`src/rtl/regfile_wb_arbiter.sv`:
```
// Register-file write-port arbiter between writeback (WB) and a long-latency unit (LL),
// with an LL result FIFO and a busy scoreboard. Optional trace output: define REGARB_TRACE_EN.
module regfile_wb_arbiter #(
  parameter int FIFO_DEPTH   = 2,
  parameter int STARVE_LIMIT = 4
) (
  input  logic        clk,
  input  logic        rst,
  input  logic        wb_valid,
  input  logic [4:0]  wb_rd,
  input  logic [31:0] wb_data,
  output logic        wb_stall,
  input  logic        ll_valid,
  input  logic [4:0]  ll_rd,
  input  logic [31:0] ll_data,
  output logic        ll_ready,
  input  logic        iss_valid,
  input  logic [4:0]  iss_rd,
  input  logic [4:0]  dec_rs,
  input  logic [4:0]  dec_rt,
  input  logic [4:0]  dec_rd,
  output logic        dec_hazard,
  output logic        rf_we,
  output logic [4:0]  rf_rd,
  output logic [31:0] rf_wdata,
  output logic [31:0] busy
);

  localparam int PTR_W = $clog2(FIFO_DEPTH);
  localparam int CNT_W = PTR_W + 1;
  localparam int SW    = $clog2(STARVE_LIMIT + 1);
  localparam logic [CNT_W-1:0] DEPTH_C    = CNT_W'(FIFO_DEPTH);
  localparam logic [SW-1:0]    STARVE_MAX = SW'(STARVE_LIMIT);

  typedef enum logic [1:0] {
    SRC_NONE = 2'd0,
    SRC_WB   = 2'd1,
    SRC_FIFO = 2'd2,
    SRC_BYP  = 2'd3
  } src_e;

  logic [4:0]       mem_rd_q   [FIFO_DEPTH];
  logic [31:0]      mem_data_q [FIFO_DEPTH];
  logic [PTR_W-1:0] wr_ptr_q, wr_ptr_d;
  logic [PTR_W-1:0] rd_ptr_q, rd_ptr_d;
  logic [CNT_W-1:0] count_q, count_d;
  logic [SW-1:0]    starve_q, starve_d;
  logic [31:0]      busy_q, busy_d;
  logic             rf_we_q, rf_we_d;
  logic [4:0]       rf_rd_q, rf_rd_d;
  logic [31:0]      rf_wdata_q, rf_wdata_d;

  src_e        src_s;
  logic [4:0]  win_rd_s;
  logic [31:0] win_data_s;
  logic        fifo_empty_s;
  logic        fifo_full_s;
  logic        stall_s;
  logic        enq_s;
  logic        deq_s;

  assign fifo_empty_s = (count_q == {CNT_W{1'b0}});
  assign fifo_full_s  = (count_q == DEPTH_C);
  assign stall_s      = (starve_q == STARVE_MAX);

  assign wb_stall = stall_s;
  assign ll_ready = !fifo_full_s;
  assign rf_we    = rf_we_q;
  assign rf_rd    = rf_rd_q;
  assign rf_wdata = rf_wdata_q;
  assign busy     = busy_q;

  assign dec_hazard = ((dec_rs != 5'd0) && busy_q[dec_rs]) ||
                      ((dec_rt != 5'd0) && busy_q[dec_rt]) ||
                      ((dec_rd != 5'd0) && busy_q[dec_rd]);

  // Grant selection: starvation relief, then WB, then FIFO head, then LL bypass
  always_comb begin
    src_s      = SRC_NONE;
    win_rd_s   = 5'd0;
    win_data_s = 32'd0;
    if (stall_s && !fifo_empty_s) begin
      src_s = SRC_FIFO;
    end else if (wb_valid) begin
      src_s = SRC_WB;
    end else if (!fifo_empty_s) begin
      src_s = SRC_FIFO;
    end else if (ll_valid) begin
      src_s = SRC_BYP;
    end else begin
      src_s = SRC_NONE;
    end
    case (src_s)
      SRC_WB: begin
        win_rd_s   = wb_rd;
        win_data_s = wb_data;
      end
      SRC_FIFO: begin
        win_rd_s   = mem_rd_q[rd_ptr_q];
        win_data_s = mem_data_q[rd_ptr_q];
      end
      SRC_BYP: begin
        win_rd_s   = ll_rd;
        win_data_s = ll_data;
      end
      default: begin
        win_rd_s   = 5'd0;
        win_data_s = 32'd0;
      end
    endcase
  end

  assign enq_s = ll_valid && !fifo_full_s && (src_s != SRC_BYP);
  assign deq_s = (src_s == SRC_FIFO);

  // Next-state for FIFO bookkeeping, starve counter, scoreboard and write port
  always_comb begin
    wr_ptr_d = enq_s ? (wr_ptr_q + PTR_W'(1)) : wr_ptr_q;
    rd_ptr_d = deq_s ? (rd_ptr_q + PTR_W'(1)) : rd_ptr_q;
    case ({enq_s, deq_s})
      2'b10:   count_d = count_q + CNT_W'(1);
      2'b01:   count_d = count_q - CNT_W'(1);
      default: count_d = count_q;
    endcase

    if (!fifo_empty_s && (src_s == SRC_WB)) begin
      starve_d = stall_s ? STARVE_MAX : (starve_q + SW'(1));
    end else begin
      starve_d = {SW{1'b0}};
    end

    // Set is applied after clear so a same-cycle reissue stays outstanding
    busy_d = busy_q;
    if ((src_s == SRC_FIFO) || (src_s == SRC_BYP)) begin
      busy_d[win_rd_s] = 1'b0;
    end else begin
      busy_d = busy_q;
    end
    if (iss_valid && (iss_rd != 5'd0)) begin
      busy_d[iss_rd] = 1'b1;
    end else begin
      busy_d[0] = 1'b0;
    end
    busy_d[0] = 1'b0;

    rf_we_d = (src_s != SRC_NONE) && (win_rd_s != 5'd0);
    if (src_s != SRC_NONE) begin
      rf_rd_d    = win_rd_s;
      rf_wdata_d = win_data_s;
    end else begin
      rf_rd_d    = rf_rd_q;
      rf_wdata_d = rf_wdata_q;
    end
  end

  // FIFO storage
  always_ff @(posedge clk) begin
    if (rst) begin
      for (int i = 0; i < FIFO_DEPTH; i++) begin
        mem_rd_q[i]   <= 5'd0;
        mem_data_q[i] <= 32'd0;
      end
    end else if (enq_s) begin
      mem_rd_q[wr_ptr_q]   <= ll_rd;
      mem_data_q[wr_ptr_q] <= ll_data;
    end
  end

  // Control state and registered write port
  always_ff @(posedge clk) begin
    if (rst) begin
      wr_ptr_q   <= {PTR_W{1'b0}};
      rd_ptr_q   <= {PTR_W{1'b0}};
      count_q    <= {CNT_W{1'b0}};
      starve_q   <= {SW{1'b0}};
      busy_q     <= 32'd0;
      rf_we_q    <= 1'b0;
      rf_rd_q    <= 5'd0;
      rf_wdata_q <= 32'd0;
    end else begin
      wr_ptr_q   <= wr_ptr_d;
      rd_ptr_q   <= rd_ptr_d;
      count_q    <= count_d;
      starve_q   <= starve_d;
      busy_q     <= busy_d;
      rf_we_q    <= rf_we_d;
      rf_rd_q    <= rf_rd_d;
      rf_wdata_q <= rf_wdata_d;
    end
  end

`ifdef REGARB_TRACE_EN
  logic [31:0] cycle_q;
  src_e        trc_src_q;

  // Trace each committed register-file write with its source
  always_ff @(posedge clk) begin
    if (rst) begin
      cycle_q   <= 32'd0;
      trc_src_q <= SRC_NONE;
    end else begin
      cycle_q   <= cycle_q + 32'd1;
      trc_src_q <= src_s;
      if (rf_we_q) begin
        $display("regarb cyc=%0d src=%s rd=%0d data=%08h", cycle_q,
                 (trc_src_q == SRC_WB) ? "WB" : ((trc_src_q == SRC_FIFO) ? "LL" : "BYP"),
                 rf_rd_q, rf_wdata_q);
      end
    end
  end
`endif

endmodule

```
`config.mk`:
```
export PLATFORM = sky130hd
export DESIGN_NAME = regfile_wb_arbiter
export DESIGN_NICKNAME = d
export VERILOG_FILES = /design/src/rtl/regfile_wb_arbiter.sv
export SDC_FILE = /design/constraint.sdc
export NUM_CORES = 1
export LEC_CHECK = 0
export ABC_AREA = 0
export ABC_CLOCK_PERIOD_IN_PS = 6000
export CAP_MARGIN = 20
export CORE_MARGIN = 2
export CORE_UTILIZATION = 29
export DETAILED_ROUTE_END_ITERATION = 8
export GPL_ROUTABILITY_DRIVEN = 0
export PLACE_DENSITY = 0.57
export SLEW_MARGIN = 20
export SYNTH_ARGS = -nofsm -noshare
export SYNTH_HDL_FRONTEND = slang
export SYNTH_SLANG_ARGS = --single-unit
```
`constraint.sdc`:
```
create_clock -name clk -period 6 [get_ports clk]
set_input_delay 1.2 -clock clk [delete_from_list [all_inputs] [get_ports clk]]
set_output_delay 1.2 -clock clk [all_outputs]
set_load 0.01 [all_outputs]
```
After elaboration in Yosys (flattened, before gate mapping)
Memories as Yosys holds them, arrays and structs flattened. A register that Yosys moved wholly into a read port is not among the register bits.
Index checks and enable logic that the tools add are counted.
W data, S select, Z words.
{"block": "totals", "reg_bits": 77, "mem_bits_rw": 74, "in_bits": 99, "output_inout_bits": 73, "memories": 2}
{"block": "classes", "addsub": 5, "order_cmp": 7, "eq_ne": 8, "mux": 35, "bitwise": 4, "n_reduce_logical": 28}
{"memory": "mem_data_q", "words": 2, "word_bits": 32, "read_ports": 1, "rd_clocked_by_memory_dff": 1, "wr": 2, "line": "43", "text": "logic [31:0] mem_data_q [FIFO_DEPTH];"}
{"memory": "mem_rd_q", "words": 2, "word_bits": 5, "read_ports": 1, "rd_clocked_by_memory_dff": 1, "wr": 2, "line": "42", "text": "logic [4:0] mem_rd_q [FIFO_DEPTH];"}
{"op": "$pmux W32 S3", "n": 1}
{"op": "$mux W32", "n": 2}
{"op": "$and A32 B32 Y32", "n": 1}
{"op": "$not A32 Y32", "n": 1}
{"op": "$or A32 B32 Y32", "n": 1}
{"op": "$reduce_or A32 Y1", "n": 1}
{"op": "$mux W31", "n": 1}
{"op": "$lt A5 B6 Y1 const B", "n": 5}
{"op": "$reduce_bool A5 Y1", "n": 5}
{"op": "$mux W1", "n": 18}
{"op": "$bmux W1 S5", "n": 3}
{"op": "$pmux W5 S3", "n": 1}
{"op": "$logic_and A1 B1 Y1", "n": 11}
{"op": "$demux W1 S5", "n": 2}
{"op": "$ge A5 B1 Y1 const B", "n": 2}
{"op": "$eq A2 B2 Y1 const B", "n": 4}
{"op": "$mux W2", "n": 4}
{"op": "$mux W5", "n": 1}
{"op": "$reduce_or A5 Y1", "n": 1}
{"op": "$eq A2 B1 Y1 const B", "n": 2}
{"op": "$pmux W2 S2", "n": 1}
{"op": "$reduce_bool A2 Y1", "n": 2}
{"op": "$add A3 B1 Y3 const B", "n": 1}
{"op": "$eq A3 B3 Y1 const B", "n": 1}
{"op": "other kinds (11)", "n": 15}

Depth between registers and ports, before layout
Gate-level depths: netlist of run 1.
{"block": "depth", "word_depth": 15, "mapped_depth": 9}

Worst setup path before layout of run 1
OpenSTA, ideal clock, no wires.
{"block": "synth_path", "path_type": "in2reg", "start": "input ll_valid", "end": "memory mem_data_q[0][0], enable pin", "setup_time_ns": 0.483, "t_arrival_ns": 4.239, "path_slack_ns": 1.279, "path_stages": 3, "n_path_buf": 0, "path_cell_list": "or4b_4 -> nand3_1 -> o21ai_0"}
{"item": "start, declared", "line": "13", "text": "input logic ll_valid,"}
{"item": "end, declared", "line": "43"}

Worst setup path in the final report of run 1
{"block": "layout_path", "start": "input dec_rd[1]", "end": "output dec_hazard"}
{"block": "layout_between", "elab_chain_len": 4}
{"item": "start, declared", "line": "21", "text": "input logic [4:0] dec_rd,"}
{"item": "$bmux W1 S5", "line": "75", "text": "((dec_rd != 5'd0) && busy_q[dec_rd]);"}
{"item": "$mux W1 (not written as such)", "line": "75"}
{"item": "$logic_and A1 B1 Y1 (*)", "line": "75"}
{"item": "$logic_or A1 B1 Y1 (*)", "line": "74", "text": "((dec_rt != 5'd0) && busy_q[dec_rt]) ||"}
{"item": "end, declared", "line": "22", "text": "output logic dec_hazard,"}
Mark *: on every way between the ends. The rest lies on a longest branch, timed or not. The select of a mux whose other input is x is not followed.

==> results of run 1 <==
-- per-stage QoR --
step / instances / hold slack [ps] / setup WS, ps / util / total power (µW)
finish: 1200 / 458.6 / 1102 / 0.3961 / 3334
global route: 1199 / 485.8 / 973.2 / 0.3960 / 3501
CTS: 1199 / 459.0 / 1110 / 0.3955 / 3372
detailed placement: 1167 / 449.9 / 1107 / 0.3720 / 2255
global placement: 1167 / 447.6 / 1137 / 0.3720 / 2249
floorplan: 710 / 480.5 / 1279 / - / 1862
-- area by class of cell --
class,instances,area share
timing repair buffer,182,0.1746
clock buffer,17,0.04145
sequential,151,0.3671
tap,335,0.04084
clock inverter,15,0.01792
antenna,1,0.0002438
multi-input combinational,484,0.3524
inverter,15,0.005486
-- worst min-delay path, stage by stage (launching register included) --
cell and delay, ps:
dfxtp_1 310, nand2_1 50, a21oi_1 50
-- routing by layer --
layer	GRT usage	routed length [µm]
met3	0.04838	1565
met1	0.2212	10570
met2	0.2753	10950
met5	0	26
met4	0.04953	346
-- registers in the layout (all words and copies together), names as in the netlist, 2 cells and up, named ones only --
register,count
mem_rd_q,10
count_q,2
rf_rd,5
starve_q,3
busy,31
rf_wdata,32
mem_data_q,64
-- where the power goes --
| group | internal (µW) | switching [µW] | total, µW |
|---|---|---|---|
| logic | 401 | 458 | 860 |
| clock network | 632 | 476 | 1110 |
| registers | 1250 | 113 | 1370 |
-- synthesized netlist by cell type (4+ instances only) --
cell / instances
a21oi_1: 92
dfxtp_1: 77
and2_1: 76
edfxtp_1: 74
clkbuf_1: 43
o21ai_0: 37
mux2_2: 35
a22oi_1: 32
o41ai_1: 21
nand2_1: 19
mux4_2: 18
nor2_1: 17
inv_1: 15
mux2i_1: 15
nor3_1: 13
buf_1: 9
nand3_1: 9
nor2b_1: 7
buf_2: 6
nand2b_1: 6
or2_2: 6
a32o_1: 5
nand4_1: 5
nor4_1: 5
or4_1: 4
-- worst max path at each step --
stage / from / end / slack (ps) / cells after the start
3_5_place_dp: dec_rd[1] / dec_hazard / 1110 / 7
4_1_cts: dec_rd[1] / dec_hazard / 1110 / 7
6_report: dec_rd[1] / dec_hazard / 1100 / 7
2_1_floorplan: ll_valid / mem_data_q[0][0] / 1280 / 3
5_1_grt: dec_rd[1] / dec_hazard / 970 / 7
3_3_place_gp: dec_rd[1] / dec_hazard / 1140 / 7
-- cells by family (layout without fill, tap and decap cells) --
kind of cell / count (synthesis) / count (layout) / synth area share
AO/OA/AOI/OAI: 225 / 225 / 0.1928
XOR/XNOR: 4 / 4 / 0.004594
buffers and inverters: 75 / 229 / 0.03937
multiplexers: 68 / 68 / 0.1245
other: 1 / 2 / 0.0004917
flip-flops: 151 / 151 / 0.4934
AND/OR/NAND/NOR: 183 / 183 / 0.1399
adder cells (fa/ha/maj): 3 / 3 / 0.004922
==> flow_summary.json, run 1 <==
{
  "yosys.area.top_type": "edfxtp_1",
  "wirelength_mm": 23.45,
  "first_pass_iters": 5,
  "via_count": 6347,
  "ys_types": 60,
  "p_leak_uw": 0.003547,
  "cp_slowest_cell": "clkdlybuf4s50_1",
  "antenna_found_initial": 3,
  "reg2regPathDepth": 5,
  "startpoint_type": "input pin",
  "htree_levels": 4,
  "rr_startpoint": "count_q[0]",
  "area_delta_synth_final_pct": 34.55,
  "rr_endpoint": "busy[8]",
  "dieArea_mm2": 0.02761,
  "clkSlewWorstSetupHoldPaths_ps": 60,
  "whs_path_depth": 2,
  "ys.warnings.count": 0,
  "worst_path_most_repeated_cell": "clkdlybuf4s50_1",
  "cts.repair.resized": 0,
  "hpwl_mm": 15.53,
  "dpl_cell_area_mm2": 0.009639,
  "grt_pass1_wl_mm": 36.98,
  "relSlewSlack": 0.3094,
  "final_area_mm2": 0.01026,
  "worst_setup_path_end_kind": "output pin",
  "syn_area_mm2": 0.007627,
  "path_class": "in2out",
  "cts_tree": "yes",
  "wire_per_inst_um": 19.54,
  "ctsLongestPathBuffers": 2,
  "whs_endpoint": "rf_rd[1]",
  "ctsHoldBuffers": 0,
  "crit_family": "buffers and inverters",
  "synth-seq-cells": 151,
  "r2r_slack_ps": 3230,
  "finalCriticalPeriod_ps": 4898,
  "ys.flop_type": "dfxtp_1",
  "power_density_mw_per_mm2": 324.9,
  "multi_input_area_mm2": 0.003616,
  "fin_nets": 953,
  "critPathMaxFanout": 11,
  "ant_nets": 0,
  "yosys.area.top_type_share": 0.2913,
  "hold_viol": 0,
  "fin_tns_setup_ps": 0,
  "grt_setup_unrepaired": "no",
  "clock_latency_ps": 430,
  "outcome": "complete, no violations",
  "drive_above_1_share": 0.1354,
  "cts_setup_buffers": 0,
  "final_common_cell": "clkdlybuf4s50_1",
  "period_share": 0.8163,
  "core-area_mm2": 0.02591,
  "route.detailed.drc": 0,
  "numCtsBuffers": 17,
  "die_h_um": 166.2,
  "cts_root_buf": "clkbuf_16",
  "worstPathRequired_ps": 4800,
  "synth_cells": 710,
  "ir_drop_uv": 162.5,
  "synth_nets": 812,
  "crit_chain": "clkdlybuf4s50_1 -> mux4_2 -> mux2i_1 -> a2111oi_0 -> nor3_1 -> nand4_1 -> clkdlybuf4s50_1",
  "grt_usage": 0.1699,
  "layout_common_cells": "170 x clkdlybuf4s50_1, 92 x a21oi_1, 76 x and2_1, 76 x dfxtp_1, 74 x edfxtp_1",
  "overflow": 0,
  "max_stage_delay_ps": 790,
  "start_util": 0.2944,
  "setup_viol": 0,
  "critPathBufInv": 2,
  "numClockSinks": 151,
  "syn-mean-instance-area_um2": 10.74,
  "final-max-slew-violation-count": 0,
  "ioPinCount": 172,
  "num-fill-cells": 2495,
  "regArea_mm2": 0.003767,
  "grt_pass1_vias": 6496,
  "drt_iter0_drc": 530,
  "viasPerCell": 5.289,
  "io_buffers": 170,
  "min_from": "rf_rd[1]",
  "drv_cap": 0,
  "fin_skew_ps": 12.55,
  "placementRows": 59,
  "die_w_um": 166.2,
  "async_flop_share": 0,
  "worst_pin_slew_ps": 1036,
  "yosysSeqAreaShare": 0.4934,
  "synthTopCellsByArea": "edfxtp_1 29%, dfxtp_1 20%, and2_1 6.2%",
  "crit_arrival_ps": 3700,
  "grt_max_degree": 42,
  "fmax_ghz": 0.2042,
  "synth_edf_count": 74,
  "hold_path.class": "reg2reg"
}
(Power assumes the default switching activity.)
==> run 2, diff against run 1 <==
Settings changed: ABC_CLOCK_PERIOD_IN_PS 6000 to 4800.
Clock period 6 ns to 4.8 ns, I/O delays scaled along.
==> run 2 against run 1 <==
Critical path depth unchanged. Utilization down 0.20 points. Routed wire length down 0.75%. Sequential power up 24%. Combinational power up 24%. Sequential cell count unchanged. Cell count about the same. Die area unchanged. Clock power up 12%. First-iteration DRC count down 3.2%. Sequential share of layout area up 0.16 points. Via count up 0.28%. Highest routed layer unchanged.
==> flow_summary.json, run 2 (synthesis gave the netlist of run 1 again) <==
{
  "outcome": "complete, no violations",
  "overflow": 0,
  "grt_pass1_wl_mm": 36.45,
  "via_count": 6365,
  "dieArea_mm2": 0.02761,
  "start_util": 0.2944,
  "area_delta_synth_final_pct": 33.86,
  "fin_nets": 954,
  "path_class": "in2out",
  "antenna_found_initial": 2,
  "cts_root_buf": "clkbuf_16",
  "grt_max_degree": 42,
  "largest_register_ffs": 64,
  "drt_iter0_drc": 513,
  "hpwl_mm": 15.68,
  "p_leak_uw": 0.003522,
  "io_buffers": 170,
  "wirelength_mm": 23.27,
  "final_common_cell": "clkdlybuf4s50_1",
  "ctsHoldBuffers": 0,
  "worst_setup_path_end_kind": "output pin",
  "route.detailed.drc": 0,
  "viasPerCell": 5.300,
  "core-area_mm2": 0.02591,
  "layout_common_cells": "170 x clkdlybuf4s50_1, 92 x a21oi_1, 76 x and2_1, 76 x dfxtp_1, 74 x edfxtp_1",
  "ir_drop_uv": 255.1,
  "critPathMaxFanout": 11,
  "wire_per_inst_um": 19.38,
  "ctsLongestPathBuffers": 2,
  "fin_tns_setup_ps": 0,
  "use_met2": 0.2717,
  "post-place-cells": 1168,
  "numClockSinks": 151,
  "numCtsBuffers": 17,
  "finalCriticalPeriod_ps": 4433,
  "hold_viol": 0,
  "final-max-slew-violation-count": 0,
  "startpoint_type": "input pin",
  "clock_latency_ps": 430,
  "cts_setup_buffers": 0,
  "drive_above_1_share": 0.1341,
  "placementRows": 59,
  "ioPinCount": 172,
  "relSlewSlack": 0.3209,
  "num-fill-cells": 2486,
  "fin_skew_ps": 15.45,
  "grt.busiest_layer": "met2",
  "htree_levels": 4,
  "period_share": 0.9235,
  "top_register": "mem_data_q",
  "first_pass_iters": 5,
  "cts.repair.resized": 0,
  "clkSlewWorstSetupHoldPaths_ps": 60,
  "power_density_mw_per_mm2": 393.6,
  "ant_nets": 0,
  "hold_path.class": "reg2reg",
  "grtUsageMet1": 0.2209,
  "die_w_um": 166.2,
  "grt_pass1_vias": 6239,
  "use_met3": 0.04361,
  "drv_cap": 0,
  "die_h_um": 166.2,
  "crit_arrival_ps": 3470,
  "worst_pin_slew_ps": 1019,
  "fmax_ghz": 0.2256,
  "layout.cells.non_filler": 1201,
  "cts_tree": "yes",
  "grt_usage": 0.1683,
  "worstPathRequired_ps": 3840,
  "grt_setup_unrepaired": "no",
  "setup_viol": 0
}
run 2: cell count changes in the layout (fill, tap and decap cells not counted), sizes merged:
cell / before / now
clkinv: 5 / 8
inv: 23 / 20
bufinv: 2 / 0
buf: 12 / 13
clkbuf: 17 / 18
clkinvlp: 0 / 1
run 2: worst max-delay path, cell delays in order:
cell and delay (ps):
clkdlybuf4s50_1 800, mux4_2 560, mux2i_1 130, a2111oi_0 110, nor3_1 280, nand4_1 130
clkdlybuf4s50_1 490
run 2: cell type report:
cell class / instances / area, µm² / share of cell area
multi-input combinational: 484 / 3607 / 0.3533
inverter: 15 / 56.30 / 0.005515
tap: 335 / 419.2 / 0.04105
timing repair buffer: 183 / 1812 / 0.1775
clock buffer: 18 / 429.2 / 0.04203
antenna: 1 / 2.502 / 0.0002451
clock inverter: 14 / 118.9 / 0.01164
sequential: 151 / 3765 / 0.3687
run 2: routing by layer:
layer  vias up  routed length, µm
li1       2992                  -
met1      3117              10320
met2       225              10940
met3        29               1623
met4         2                373
met5         -                 11
run 2: per-stage QoR:
stage	utilization	power, µW	setup slack (ps)	hold slack (ps)	area (µm²)
2_1_floorplan	-	2328	318.6	480.5	7627
3_3_place_gp	0.3728	2803	407.8	445.6	9659
3_5_place_dp	0.3728	2809	403.4	446.8	9659
4_1_cts	0.3939	4062	390.5	455.2	10210
5_1_grt	0.3939	4234	241.0	487.3	10210
6_report	0.3940	4019	367.3	453.3	10210
run 2: final timing paths:
path,start,end,slack (ps),cells after the start
max,dec_rd[1],dec_hazard,370,7
min,rf_rd[2],rf_rd[2],450,2
max reg2reg,flip-flop,busy[24],1930,5
min reg2reg,rf_rd[2],rf_rd[2],450,2
run 2: power by group:
group	switching, µW	internal, µW	total, µW
clock	568	676	1240
combinational	567	504	1070
sequential	139	1560	1700
total	1270	2740	4020
==> run 3, diff against run 2 <==
--- a/config.mk
+++ b/config.mk
@@ -10,4 +10,5 @@
 export CAP_MARGIN = 20
-export CORE_MARGIN = 2
+export CORE_MARGIN = 1.5
 export CORE_UTILIZATION = 29
+export CTS_CLUSTER_SIZE = 40
 export DETAILED_ROUTE_END_ITERATION = 8
--- a/constraint.sdc
+++ b/constraint.sdc
@@ -3,2 +3,2 @@
 set_output_delay 0.96 -clock clk [all_outputs]
-set_load 0.01 [all_outputs]
+set_load 0.05 [all_outputs]
==> run 3 against run 2 <==
Non-clock buffer count increased by 3. Setup slack lost 100 ps. Hold slack gained 3.0 ps. First-iteration DRC count fell by 29%. Critical endpoint unchanged.
==> flow_summary.json, run 3 (synthesis gave the netlist of run 1 again) <==
{
  "outcome": "complete, no violations",
  "power.total_uw": 4266,
  "ctsHoldBuffers": 0,
  "numClockSinks": 151,
  "finalCriticalPeriod_ps": 4534,
  "placementRows": 59,
  "multi_input_area_mm2": 0.003607,
  "crit_chain": "clkdlybuf4s50_1 -> mux2_2 -> a2111oi_0 -> a2111oi_0 -> nor3_1 -> nand4_1 -> clkdlybuf4s50_1",
  "largest_register_ffs": 64,
  "area_delta_synth_final_pct": 34.07,
  "viasPerCell": 5.234,
  "die_h_um": 165.2,
  "drt_iter0_drc": 365,
  "clock_latency_ps": 420,
  "drive_above_1_share": 0.1359,
  "dieArea_mm2": 0.02728,
  "critPathMaxFanout": 8,
  "cts.repair.resized": 0,
  "combPwrFrac": 0.312,
  "p_leak_uw": 0.003521,
  "crit_arrival_ps": 3570,
  "hpwl_mm": 15.45,
  "grt_pass1_vias": 6279,
  "hold_path.class": "reg2reg",
  "max_stage_delay_ps": 710,
  "fin_tns_setup_ps": 0,
  "setup_viol": 0,
  "num-fill-cells": 2520,
  "cts_tree": "yes",
  "start_util": 0.2944,
  "grt_pass1_wl_mm": 35.54,
  "via_count": 6302,
  "crit_start": "dec_rd[2]",
  "min_from": "rf_rd[4]",
  "ir_drop_uv": 256.0,
  "path_class": "in2out",
  "p_clk_frac": 0.297,
  "first_pass_iters": 5,
  "htree_levels": 4,
  "top_register": "mem_data_q",
  "numCtsBuffers": 17,
  "final_common_cell": "clkdlybuf4s50_1",
  "worst_pin_slew_ps": 1065,
  "hold_viol": 0,
  "p_int_uw": 2791,
  "fin_nets": 957,
  "fin_skew_ps": 14.29,
  "layout_common_cells": "170 x clkdlybuf4s50_1, 92 x a21oi_1, 76 x and2_1, 76 x dfxtp_1, 74 x edfxtp_1",
  "grt_max_degree": 42,
  "route.detailed.drc": 0,
  "r2r_slack_ps": 1930,
  "wire_per_inst_um": 19.09,
  "io_buffers": 170,
  "grt_setup_unrepaired": "no",
  "regArea_mm2": 0.003765,
  "p_switching_uw": 1474,
  "cts_setup_buffers": 0,
  "power_density_mw_per_mm2": 417.1,
  "hold_ws_ps": 456.3,
  "cp_slowest_cell": "clkdlybuf4s50_1",
  "seqPwrFrac": 0.392,
  "ant_nets": 0,
  "cts_root_buf": "clkbuf_16",
  "core-area_mm2": 0.02591,
  "period_share": 0.9445,
  "p_sw_frac": 0.3456,
  "antenna_found_initial": 2,
  "startpoint_type": "input pin",
  "overflow": 0,
  "worst_setup_path_end_kind": "output pin",
  "drv_cap": 0,
  "clkSlewWorstSetupHoldPaths_ps": 60,
  "final-max-slew-violation-count": 0,
  "ioPinCount": 172,
  "worstPathRequired_ps": 3840,
  "grt_usage": 0.1720,
  "fmax_ghz": 0.2206,
  "relSlewSlack": 0.2883,
  "ctsLongestPathBuffers": 2,
  "wirelength_mm": 22.99,
  "die_w_um": 165.2
}
[run 3: cell types whose count changed in the layout (fill, tap and decap cells not counted), sizes merged]
| cell | previous run | this run |
|---|---|---|
| clkinv | 8 | 2 |
| buf | 13 | 16 |
| clkinvlp | 1 | 4 |
| clkbuf | 18 | 20 |
| bufinv | 0 | 1 |
[run 3: critical path, delay by kind of cell]
family,cells,cell delay [ps]
buffers and inverters,2,1350
AOI/OAI and AO/OA,2,520
muxes,1,370
and+or+nand+nor,2,380
[run 3: routing by layer]
metal	track usage	routed length (µm)	share of wire
met4	0.04914	271	0.012
met5	0	0	0
met1	0.2215	10330	0.45
met2	0.2891	11240	0.49
met3	0.03721	1150	0.050
[run 3: final cells by class]
class,instances,area share
Inverter,15,0.005506
Timing Repair Buffer,186,0.1781
Tap cell,335,0.04099
Clock buffer,20,0.04270
Sequential cell,151,0.3682
Clock inverter,12,0.01150
Multi-Input combinational cell,484,0.3527
Antenna cell,1,0.0002447
[run 3: power groups by stage]
stage | clock, µW | combinational (µW) | sequential [µW]
2_1_floorplan | 0 | 659 | 1890
3_3_place_gp | 0 | 1330 | 1700
3_5_place_dp | 0 | 1340 | 1700
4_1_cts | 1290 | 1340 | 1670
5_1_grt | 1350 | 1430 | 1700
6_report | 1270 | 1330 | 1670
[run 3: path summary, 6_finish.rpt]
check	end	depth (start not counted)
setup / recovery	dec_hazard	7
hold / removal	rf_rd[4]	2
setup reg to reg	busy[8]	6
hold reg to reg	rf_rd[4]	2
[run 3: through the flow]
stage | area, µm² | util | instances | setup WS [ps]
after global routing | 10220 | 0.3946 | 1203 | 44.90
after global placement | 9669 | 0.3732 | 1171 | 292.4
final | 10230 | 0.3947 | 1204 | 266.5
after CTS | 10220 | 0.3946 | 1203 | 268.1
after detailed placement | 9669 | 0.3732 | 1171 | 267.3
after floorplan | 7627 | - | 710 | 295.9
